==> config.mk <==
export PLATFORM = sky130hd
export DESIGN_NAME = pulse_gen_multi
export DESIGN_NICKNAME = d
export VERILOG_FILES = /design/src/rtl/pulse_gen_multi.sv
export SDC_FILE = /design/constraint.sdc
export NUM_CORES = 1
export LEC_CHECK = 0
export BUFFER_PORTS_ARGS = -buffer_cell sky130_fd_sc_hd__clkbuf_2
export CORE_MARGIN = 2
export CORE_UTILIZATION = 50
export DETAILED_ROUTE_END_ITERATION = 12
export HOLD_SLACK_MARGIN = 0.12
export PLACE_DENSITY = 0.7
export SETUP_SLACK_MARGIN = 0.05
export SLEW_MARGIN = 20
export SYNTH_ARGS = -nofsm -noshare
export SYNTH_HDL_FRONTEND = slang
export SYNTH_SLANG_ARGS = --single-unit
==> constraint.sdc <==
create_clock -name clk -period 3.5 [get_ports clk]
set_input_delay 0.35 -clock clk [delete_from_list [all_inputs] [get_ports clk]]
set_output_delay 0.35 -clock clk [all_outputs]
set_load 0.02 [all_outputs]
==> src/rtl/pulse_gen_multi.sv <==
// Runtime-programmable pulse generator: single pulse, N-pulse burst or continuous train.
// Optional macro PULSE_GEN_CNT_EN adds the pulse_cnt rising-edge counter output.
module pulse_gen_multi #(
  parameter int CNT_W   = 8,
  parameter int BURST_W = 4
) (
  input  logic               clk,
  input  logic               rst_n,
  input  logic               init,
  input  logic               stop,
  input  logic [1:0]         mode,
  input  logic [CNT_W-1:0]   delay,
  input  logic [CNT_W-1:0]   width,
  input  logic [CNT_W-1:0]   period,
  input  logic [BURST_W-1:0] burst_n,
  output logic               pulse,
  output logic               busy,
  output logic               done
`ifdef PULSE_GEN_CNT_EN
  ,
  output logic [BURST_W+CNT_W-1:0] pulse_cnt
`endif
);

  typedef enum logic [1:0] {IDLE, DELAY, HIGH, LOW} state_t;

  state_t             state_q, state_d;
  logic               init_q, init_d;
  logic [CNT_W-1:0]   cnt_q, cnt_d;
  logic [BURST_W-1:0] pcnt_q, pcnt_d;
  logic [CNT_W-1:0]   d_q, d_d;
  logic [CNT_W-1:0]   w_q, w_d;
  logic [CNT_W-1:0]   low_q, low_d;
  logic [BURST_W-1:0] n_q, n_d;
  logic               cont_q, cont_d;
  logic               fin_q, fin_d;
  logic               pulse_q, pulse_d;
  logic               busy_q, busy_d;
  logic               done_q, done_d;

  logic               trig;
  logic [CNT_W-1:0]   w_eff;
  logic [CNT_W-1:0]   low_eff;
  logic [BURST_W-1:0] n_eff;

  // Stop beats a coincident trigger, so it is folded into trig directly.
  assign trig  = init & ~init_q & ~stop;
  assign w_eff = (width == '0) ? CNT_W'(1) : width;
  // Low time is latched instead of P so that P = W+1 cannot overflow CNT_W.
  assign low_eff = (period > w_eff) ? (period - w_eff) : CNT_W'(1);
  assign n_eff   = (mode == 2'b01) ? ((burst_n == '0) ? BURST_W'(1) : burst_n)
                                   : BURST_W'(1);

  // State register
  always_ff @(posedge clk or negedge rst_n) begin
    if (!rst_n) begin
      state_q <= IDLE;
      init_q  <= 1'b0;
      cnt_q   <= '0;
      pcnt_q  <= '0;
      d_q     <= '0;
      w_q     <= '0;
      low_q   <= '0;
      n_q     <= '0;
      cont_q  <= 1'b0;
      fin_q   <= 1'b0;
      pulse_q <= 1'b0;
      busy_q  <= 1'b0;
      done_q  <= 1'b0;
    end else begin
      state_q <= state_d;
      init_q  <= init_d;
      cnt_q   <= cnt_d;
      pcnt_q  <= pcnt_d;
      d_q     <= d_d;
      w_q     <= w_d;
      low_q   <= low_d;
      n_q     <= n_d;
      cont_q  <= cont_d;
      fin_q   <= fin_d;
      pulse_q <= pulse_d;
      busy_q  <= busy_d;
      done_q  <= done_d;
    end
  end

  // Next-state logic; phase counter counts up from 0 and is cleared on every state change.
  always_comb begin
    state_d = state_q;
    cnt_d   = cnt_q;
    pcnt_d  = pcnt_q;
    d_d     = d_q;
    w_d     = w_q;
    low_d   = low_q;
    n_d     = n_q;
    cont_d  = cont_q;
    fin_d   = 1'b0;
    if (stop && (state_q != IDLE)) begin
      state_d = IDLE;
      cnt_d   = '0;
      pcnt_d  = '0;
    end else if (trig) begin
      d_d     = delay;
      w_d     = w_eff;
      low_d   = low_eff;
      n_d     = n_eff;
      cont_d  = (mode == 2'b10);
      cnt_d   = '0;
      pcnt_d  = '0;
      state_d = (delay == '0) ? HIGH : DELAY;
    end else begin
      case (state_q)
        DELAY: begin
          if (cnt_q == d_q - CNT_W'(1)) begin
            state_d = HIGH;
            cnt_d   = '0;
          end else begin
            cnt_d = cnt_q + CNT_W'(1);
          end
        end
        HIGH: begin
          if (cnt_q == w_q - CNT_W'(1)) begin
            state_d = LOW;
            cnt_d   = '0;
          end else begin
            cnt_d = cnt_q + CNT_W'(1);
          end
        end
        LOW: begin
          if (cnt_q == low_q - CNT_W'(1)) begin
            cnt_d = '0;
            if (cont_q) begin
              state_d = HIGH;
            end else if (pcnt_q != n_q - BURST_W'(1)) begin
              state_d = HIGH;
              pcnt_d  = pcnt_q + BURST_W'(1);
            end else begin
              state_d = IDLE;
              pcnt_d  = '0;
              fin_d   = 1'b1;
            end
          end else begin
            cnt_d = cnt_q + CNT_W'(1);
          end
        end
        default: begin
          cnt_d = '0;
        end
      endcase
    end
  end

  // Outputs trail the state by one edge; stop and retrigger force pulse low immediately.
  always_comb begin
    init_d  = init;
    pulse_d = (state_q == HIGH) & ~stop & ~trig;
    busy_d  = (state_q != IDLE) & ~stop;
    done_d  = fin_q;
  end

  assign pulse = pulse_q;
  assign busy  = busy_q;
  assign done  = done_q;

`ifdef PULSE_GEN_CNT_EN
  logic [BURST_W+CNT_W-1:0] pcount_q, pcount_d;

  always_comb begin
    pcount_d = pcount_q;
    if (trig) begin
      pcount_d = '0;
    end else if (pulse_d && !pulse_q && !(&pcount_q)) begin
      pcount_d = pcount_q + 1'b1;
    end
  end

  always_ff @(posedge clk or negedge rst_n) begin
    if (!rst_n) begin
      pcount_q <= '0;
    end else begin
      pcount_q <= pcount_d;
    end
  end

  assign pulse_cnt = pcount_q;
`endif

endmodule

Yosys cells after proc, flatten, opt, wreduce, memory -nomap -nowiden
Cells that the tools add are included.
{"block": "op_classes", "n_reduce_logical": 11, "mux": 31, "eq_ne": 13, "n_addsub": 7, "magnitude_cmp": 1, "bitwise": 9}
{"operator": "$mux 8", "count": 7}
{"operator": "$mux 4", "count": 8}
{"operator": "$eq 8x8->1", "count": 3}
{"operator": "$pmux 8 s3", "count": 1}
{"operator": "$sub 8x1->8 const B", "count": 3}
{"operator": "$logic_not 8->1", "count": 2}
{"operator": "$mux 2", "count": 8}
{"operator": "$ne 4x4->1 const B", "count": 3}
{"operator": "$add 8x1->8 const B", "count": 1}
{"operator": "$gt 8x8->1", "count": 1}
{"operator": "$sub 8x8->8", "count": 1}
{"operator": "$eq 2x2->1 const B", "count": 3}
{"operator": "$mux 1", "count": 6}
{"operator": "$pmux 2 s3", "count": 1}
{"operator": "$reduce_bool 3->1", "count": 2}
{"operator": "$and 1x1->1", "count": 5}
{"operator": "$reduce_bool 5->1", "count": 1}
{"operator": "$add 4x1->4 const B", "count": 1}
{"operator": "$eq 2x1->1 const B", "count": 2}
{"operator": "$logic_not 4->1", "count": 1}
{"operator": "$ne 4x4->1", "count": 1}
{"operator": "$not 1->1", "count": 4}
{"operator": "$reduce_and 4->1", "count": 1}
{"operator": "$sub 4x1->4 const B", "count": 1}
{"operator": "5 further kinds", "count": 5}
{"block": "totals", "wordCells": 85, "regBits": 48}

Logic depth before layout (Yosys ltp)
Gate-level depths: netlist of run 1.
{"block": "depth", "word_depth": 8, "depth_mapped": 12}

Least setup slack after synthesis of run 1
Ideal clock, no wire load.
{"block": "synth_timing", "kind": "in2reg", "from": "in width[4]", "to": "reg low_q[6]", "path_slack_ps": 811, "n_path_buf": 0, "setup_time_ps": 122, "arrival_time_ps": 2568, "path_stages": 12, "cell_sequence": "nor4_1 > a41o_1 > ha_1 > inv_1 > fa_1 > a21o_1 > a21o_1 > a21oi_1 > nor2b_1 > o21ai_0 > a211oi_1 > a32o_1"}
{"block": "synth_between", "elab_chain_cells": 4, "elab_cells_between_ends": 5, "cone_classes": "add/sub (1); order compare (1); mux (2); reduce/logical (1)"}
{"item": "start, declared", "line_no": "13", "rtl": "input logic [CNT_W-1:0] width,"}
{"item": "$logic_not 8->1 (*)", "line_no": "48", "rtl": "assign w_eff = (width == '0) ? CNT_W'(1) : width;"}
{"item": "$mux 8 (*)", "line_no": "48"}
{"item": "named net w_eff[0]", "line_no": "42", "rtl": "logic [CNT_W-1:0] w_eff;"}
{"item": "$sub 8x8->8 / $gt 8x8->1 (equally long branches)", "line_no": "50", "rtl": "assign low_eff = (period > w_eff) ? (period - w_eff) : CNT_W'(1);"}
{"item": "$mux 8 (*)", "line_no": "50"}
{"item": "end signal, assigned", "line_no": "77", "rtl": "low_q <= low_d;"}
{"item": "end, declared", "line_no": "33", "rtl": "logic [CNT_W-1:0] low_q, low_d;"}
Mark *: on every way through the listed nets, which the timed path passes. The rest lies on a longest branch.
A chain may end at the register's enable or synchronous reset.

Worst setup path after layout of run 1
Same ends and word-level chain as after synthesis.

==> results of run 1 <==
==> stage by stage <==
stage          setup slack [ps]  power [W]  hold WS, ps
3_5_place_dp                425    0.00135          335
2_1_floorplan               811    0.00118         54.4
5_1_grt                     527    0.00181          144
3_3_place_gp                513    0.00132          337
4_1_cts                     729    0.00170          145
6_report                    741    0.00168          153
==> final timing paths <==
path	slack [ps]	cells after the start	start	endpoint
max reg2reg	820	9	low_q[0]$_DFFE_PN0P_	state_q[1]$_DFFE_PN0P_
max in group asynchronous	2160	3	rst_n	low_q[7]$_DFFE_PN0P_
max	740	13	width[4]	low_q[6]$_DFFE_PN0P_
min	150	1	init	init_q$_DFF_PN0_
min reg2reg	360	0	done_d$_DFF_PN0_	done$_DFF_PN0_
min in group asynchronous	580	2	rst_n	cnt_q[7]$_DFF_PN0_
==> Yosys cell counts, drive strengths merged (6+ instances only) <==
library cell  instances
dfrtp                48
nand2                43
xnor2                25
nor2                 24
inv                  23
o21ai                22
xor2                 20
ha                   18
nor3                 15
a21oi                12
clkbuf               11
nor2b                11
nand3                 9
a22o                  6
nand4                 6
==> worst max-delay path: stages <==
cell and delay [ps]:
sky130_fd_sc_hd__clkbuf_2 90, sky130_fd_sc_hd__nor4_1 280, sky130_fd_sc_hd__a41o_1 260, sky130_fd_sc_hd__ha_1 190, sky130_fd_sc_hd__inv_1 60, sky130_fd_sc_hd__fa_1 400, sky130_fd_sc_hd__a21o_1 170, sky130_fd_sc_hd__a21o_1 200
sky130_fd_sc_hd__a21oi_1 140, sky130_fd_sc_hd__nor2b_1 60, sky130_fd_sc_hd__o21ai_0 220, sky130_fd_sc_hd__a211oi_1 240, sky130_fd_sc_hd__a32o_1 300
==> layout make-up <==
type,instances,area [sq um]
Clock buffer,6,82.6
Clock inverter,2,15.0
Fill cell,534,2500
Inverter,23,86.3
Multi-Input combinational cell,271,1830
Sequential cell,48,1200
Tap cell,75,93.8
Timing Repair Buffer,41,220
==> layer usage <==
layer / GRT usage [%] / part of all wire, % / vias to the layer above
met5: 0 / 0 / -
met4: 4.84 / 0.88 / 0
met3: 3.26 / 4.5 / 5
met2: 33.9 / 47 / 63
met1: 26.9 / 48 / 1173
li1: - / - / 1304
==> placed cells by master (no fill, tap or decap), types with 3 or more instances in the layout <==
cell type                  instances
sky130_fd_sc_hd__a21oi_1          12
sky130_fd_sc_hd__a22o_1            6
sky130_fd_sc_hd__buf_4             4
sky130_fd_sc_hd__clkbuf_2         36
sky130_fd_sc_hd__clkbuf_8          6
sky130_fd_sc_hd__dfrtp_1          48
sky130_fd_sc_hd__ha_1             18
sky130_fd_sc_hd__inv_1            23
sky130_fd_sc_hd__nand2_1          43
sky130_fd_sc_hd__nand2b_1          5
sky130_fd_sc_hd__nand3_1           8
sky130_fd_sc_hd__nand4_1           6
sky130_fd_sc_hd__nor2_1           24
sky130_fd_sc_hd__nor2b_1          11
sky130_fd_sc_hd__nor3_1           15
sky130_fd_sc_hd__nor4_1            5
sky130_fd_sc_hd__o211ai_1          3
sky130_fd_sc_hd__o21ai_0          22
sky130_fd_sc_hd__or3_1             5
sky130_fd_sc_hd__xnor2_1          25
sky130_fd_sc_hd__xor2_1           20
==> power by group through the flow <==
stage,Combinational (W),Clock (W),Sequential [W]
finish,0.000611,0.000350,0.000725
global route,0.000690,0.000381,0.000740
CTS,0.000615,0.000357,0.000725
detailed placement,0.000611,0,0.000735
global placement,0.000591,0,0.000731
floorplan,0.000470,0,0.000714
==> flip-flops by register name (all words and copies together), names as in the netlist, 2 cells and up <==
register  flops
d_q           8
state_q       2
n_q           4
w_q           8
low_q         8
pcnt_q        4
cnt_q         8
==> cells by family (layout without fill, tap and decap cells) <==
| kind of cell | Yosys count | in the layout | synth area share (%) |
|---|---|---|---|
| simple gates | 137 | 137 | 21.9 |
| compound gates | 67 | 67 | 14.7 |
| flops | 48 | 48 | 38.0 |
| xor+xnor | 45 | 45 | 12.5 |
| buf+inv | 35 | 72 | 4.16 |
| fa+ha+maj | 20 | 20 | 8.08 |
| mux | 2 | 2 | 0.674 |
==> timing repair <==
| action | CTS | global route |
|---|---|---|
| hold endpoints to repair | 23 | 0 |
| setup buffers | 0 | 0 |
| hold buffers | 1 | 0 |
| resized for setup | 0 | 0 |
==> out/results.ini, run 1 <==
[pwr]
sequentialPowerShare_pct=43.0
power_density_nw_per_um2=478
comb_power_share_pct=36.2
static-leakage-power_nw=1.64
p_clk_share_pct=20.7
p_sw_share_pct=36.2
vdd.ir_drop.worst_mv=0.227
netSwitchingPower_w=0.000609
cellInternalPower_w=0.00108

[routing]
final_routed_wirelength_across_all_metal_layers_um=6460
drc_errors=0
drt-initial-drc-count=120
post_drt_wl_per_cell_um=13.9
vias_per_cell=5.46
first_pass_iters=4
route.antenna.remaining_nets=0
vias=2545

[synth]
synth_area_sq_um=3160
synth.largest_area_cell=sky130_fd_sc_hd__dfrtp_1
mappedNetlistNets=407
synth_edf_count=0
synth_cell_types=53
ys_async_sr_fraction_pct=100
synthFlopType=sky130_fd_sc_hd__dfrtp_1
ys_top_cells_by_area=sky130_fd_sc_hd__dfrtp_1 (38%), sky130_fd_sc_hd__ha_1 (7.1%), sky130_fd_sc_hd__xnor2_1 (6.9%), sky130_fd_sc_hd__xor2_1 (5.5%), sky130_fd_sc_hd__nand2_1 (5.1%)
synth-warning-count=0
synth-seq-area-share_pct=38.0
syn_area_per_cell_sq_um=8.92
synth.top_cell.area_share_pct=38.0
postSynthRegisterBits=48
syn_inst=354

[critical_path]
critical_path_class=primary input to register
worst-endpoint-required_ps=3690
arrival_ps=2950
critPathCaptureType=register
crit_fanout=8
critical_path.startpoint_type=primary input

[clocking]
cts_root_buf=sky130_fd_sc_hd__clkbuf_8
tritoncts.num_buffers=5
cts-root-to-sink-buffers=2
clock_pin_slew_of_the_registers_on_the_worst_case_setup_and_hold_paths_ps=100
clock_insertion_delay_worst_skew_ps=310
cts.sinks=48
htree_num_levels=2
cts_tree=built

[global_routing]
grt_util_all_layers_pct=20.0
grt_first_pass_wirelength_um=11500
number_of_global_route_vias_before_repair=2452
grt_antenna_before_repair=0
final_global_route_overflow_total=0
grt_start_max_net_pins=31

[floorplan]
floorplan.die.width_um=83.5
chipHeight_um=83.5
die_area_sq_um=6970
floorplan.initialDensity_pct=52.4
floorplan.core_area_sq_um=6030
floorplan.io_pins=37
row_count=28

[place]
buffer_ports.inserted=36
detailedPlacementHpwl_um=5040
globalplace.congestion=0.820
dp.cells=457
placed_instance_area_sq_um=3420

[timing]
final-setup-viol-count=0
fin_crit_sh_pct=78.8
endpoints_failing_hold=0
worst_slew_margin_rel_pct=42.7
fin_setup_tns_ps=0
worst_pin_slew_ps=854
timing.fmax_mhz=362
fin_crit_ps=2760
final_max_slew_viol_count=0
rsz0062_at_grt=no
finClkSkew_ps=12.2

[cells_and_area]
final_core_utilization_pct=58.5
area.growth.synth_to_final_pct=11.6
final_area_sq_um=3520
layout.nets=443
drive_gt1_share_pct=13.8
n_antenna_cell=0
layoutNonFillerInstCount=466

[worst_hold_path]
hold_path.class=primary input to register

[status]
outcome=finished, final reports clean

[run]
maxCapViolCount=0

(Power assumes the default switching activity.)
==> inputs of run 2 (changes only) <==
- PLACE_DENSITY: 0.7 -> 0.73
- clock period: 3.5 -> 2.5 ns (I/O delays scaled with it)
==> out/results.ini, run 2 (same netlist as run 1, synthesis figures left out) <==
[floorplan]
row_count=28
floorplan.core_area_sq_um=6030
die_area_sq_um=6970
chipHeight_um=83.5
floorplan.io_pins=37
floorplan.die.width_um=83.5
floorplan.initialDensity_pct=52.4

[routing]
drt-initial-drc-count=92
first_pass_iters=4
vias=2653
final_routed_wirelength_across_all_metal_layers_um=6740
drc_errors=0
vias_per_cell=5.38
post_drt_wl_per_cell_um=13.7
route.antenna.remaining_nets=0

[pwr]
comb_power_share_pct=38.9
p_sw_share_pct=34.2
p_clk_share_pct=22.5
vdd.ir_drop.worst_mv=0.397
total_power_w=0.00260
sequentialPowerShare_pct=38.6
static-leakage-power_nw=1.80
netSwitchingPower_w=0.000890
cellInternalPower_w=0.00171
power_density_nw_per_um2=682

[worst_hold_path]
min_delay_startpoint=delay[4]
hold_path.class=primary input to register

[timing]
timing.fmax_mhz=402
worst_pin_slew_ps=608
fin_crit_ps=2490
final-setup-viol-count=0
finalHoldWorstSlack_ps=143
finClkSkew_ps=9.02
fin_setup_tns_ps=0
post-route-worst-setup-slack_ps=10.1
fin_crit_sh_pct=99.6
endpoints_failing_hold=0
worst_slew_margin_rel_pct=59.5
final_max_slew_viol_count=0
rsz0062_at_grt=yes

[global_routing]
grt_first_pass_wirelength_um=11600
grt_util_all_layers_pct=20.2
grt_antenna_before_repair=0
number_of_global_route_vias_before_repair=2609
final_global_route_overflow_total=0
grt_start_max_net_pins=49

[clocking]
cts_root_buf=sky130_fd_sc_hd__clkbuf_8
cts_tree=built
htree_num_levels=2
cts.sinks=48
clock_insertion_delay_worst_skew_ps=300
clock_pin_slew_of_the_registers_on_the_worst_case_setup_and_hold_paths_ps=90
tritoncts.num_buffers=5
cts-root-to-sink-buffers=2

[critical_path]
critical_path_class=register to register
arrival_ps=2690
maximum_cell_stage_delay_along_the_critical_path_ps=550
critical_path_cell_sequence=or4_4 > o311a_1 > o31ai_4 > a31oi_1 > a211oi_2 > mux2_1
critPathLaunch=low_q[0]$_DFFE_PN0P_
critical-path-slowest-cell=sky130_fd_sc_hd__or4_4
crit_fanout=4
critPathCaptureType=register
critical_path.startpoint_type=register
reg2reg_from=low_q[0]$_DFFE_PN0P_
worst-endpoint-required_ps=2700

[cells_and_area]
drive_gt1_share_pct=22.0
most_common_library_cell_in_the_layout_ignoring_fill_and_taps=sky130_fd_sc_hd__dfrtp_1
n_antenna_cell=0
area.growth.synth_to_final_pct=20.7
final_core_utilization_pct=63.3
layout.nets=470
num-fill-cells=531
final_cell_mix=sky130_fd_sc_hd__dfrtp_1 (48), sky130_fd_sc_hd__nand2_1 (43), sky130_fd_sc_hd__clkbuf_2 (36), sky130_fd_sc_hd__buf_4 (30), sky130_fd_sc_hd__xnor2_1 (25)

[run]
maxCapViolCount=0

[place]
detailedPlacementHpwl_um=5000
pre_cts_setup_slack_ps=-219
buffer_ports.inserted=36
globalplace.congestion=0.860

[status]
outcome=finished, final reports clean

## run 2: cell count changes in the layout (fill, tap and decap cells not counted), sizes merged
cell	change
buf	+26
clkinvlp	-2
bufinv	+1
clkinv	+1
dlygate4sd3	+1
## run 2: area by class of cell
type	count	area, sq um	area share (%)
sequential	48	1200	31.5
clock inverter	2	38.8	1.02
tap	75	93.8	2.46
inverter	23	86.3	2.26
clock buffer	6	82.6	2.17
multi-input combinational	271	1880	49.4
timing repair buffer	68	425	11.2
## run 2: final timing paths
kind	end	slack, ps	cells after the start
max	state_q[1]$_DFFE_PN0P_	10	6
min	d_q[4]$_DFFE_PN0P_	140	3
max reg2reg	state_q[1]$_DFFE_PN0P_	10	6
min reg2reg	done$_DFF_PN0_	360	0
max in group asynchronous	w_q[1]$_DFFE_PN0P_	1520	3
min in group asynchronous	cnt_q[1]$_DFF_PN0_	570	3
## run 2: what timing repair did
item / CTS / global route
setup endpoints to repair: 5 / 13
buffers inserted: 2 / 3
pin swaps: 5 / 4
hold buffers: 2 / 0
hold endpoints to repair: 49 / 0
resized for setup: 6 / 7
## run 2: power groups by stage
stage	logic (W)	registers [W]	clock network [W]
floorplan	0.000660	0.000999	0
finish	0.00101	0.00100	0.000585
CTS	0.000976	0.00100	0.000599
global placement	0.000918	0.00101	0
global route	0.00114	0.00103	0.000631
detailed placement	0.000944	0.00102	0
## run 2: worst max-delay path: cells and delay by family (launching register included)
family | cells | cell delay [ps]
multiplexers | 1 | 340
AND/OR/NAND/NOR | 1 | 550
AO/OA/AOI/OAI | 4 | 1080
flip-flops | 1 | 410
## run 2: per-layer routing
metal | track usage [%] | part of all wire, % | vias up
met1 | 26.7 | 47 | 1234
met5 | 0 | 0 | -
met3 | 3.36 | 3.3 | 6
met2 | 34.7 | 49 | 52
met4 | 5.28 | 1.1 | 0
li1 | - | - | 1361
## run 2: metrics by stage
stage	instance area [sq um]	std cells
after floorplan	3170	354
after global placement	3590	478
after detailed placement	3590	478
after CTS	3760	490
after global routing	3810	493
final	3810	493
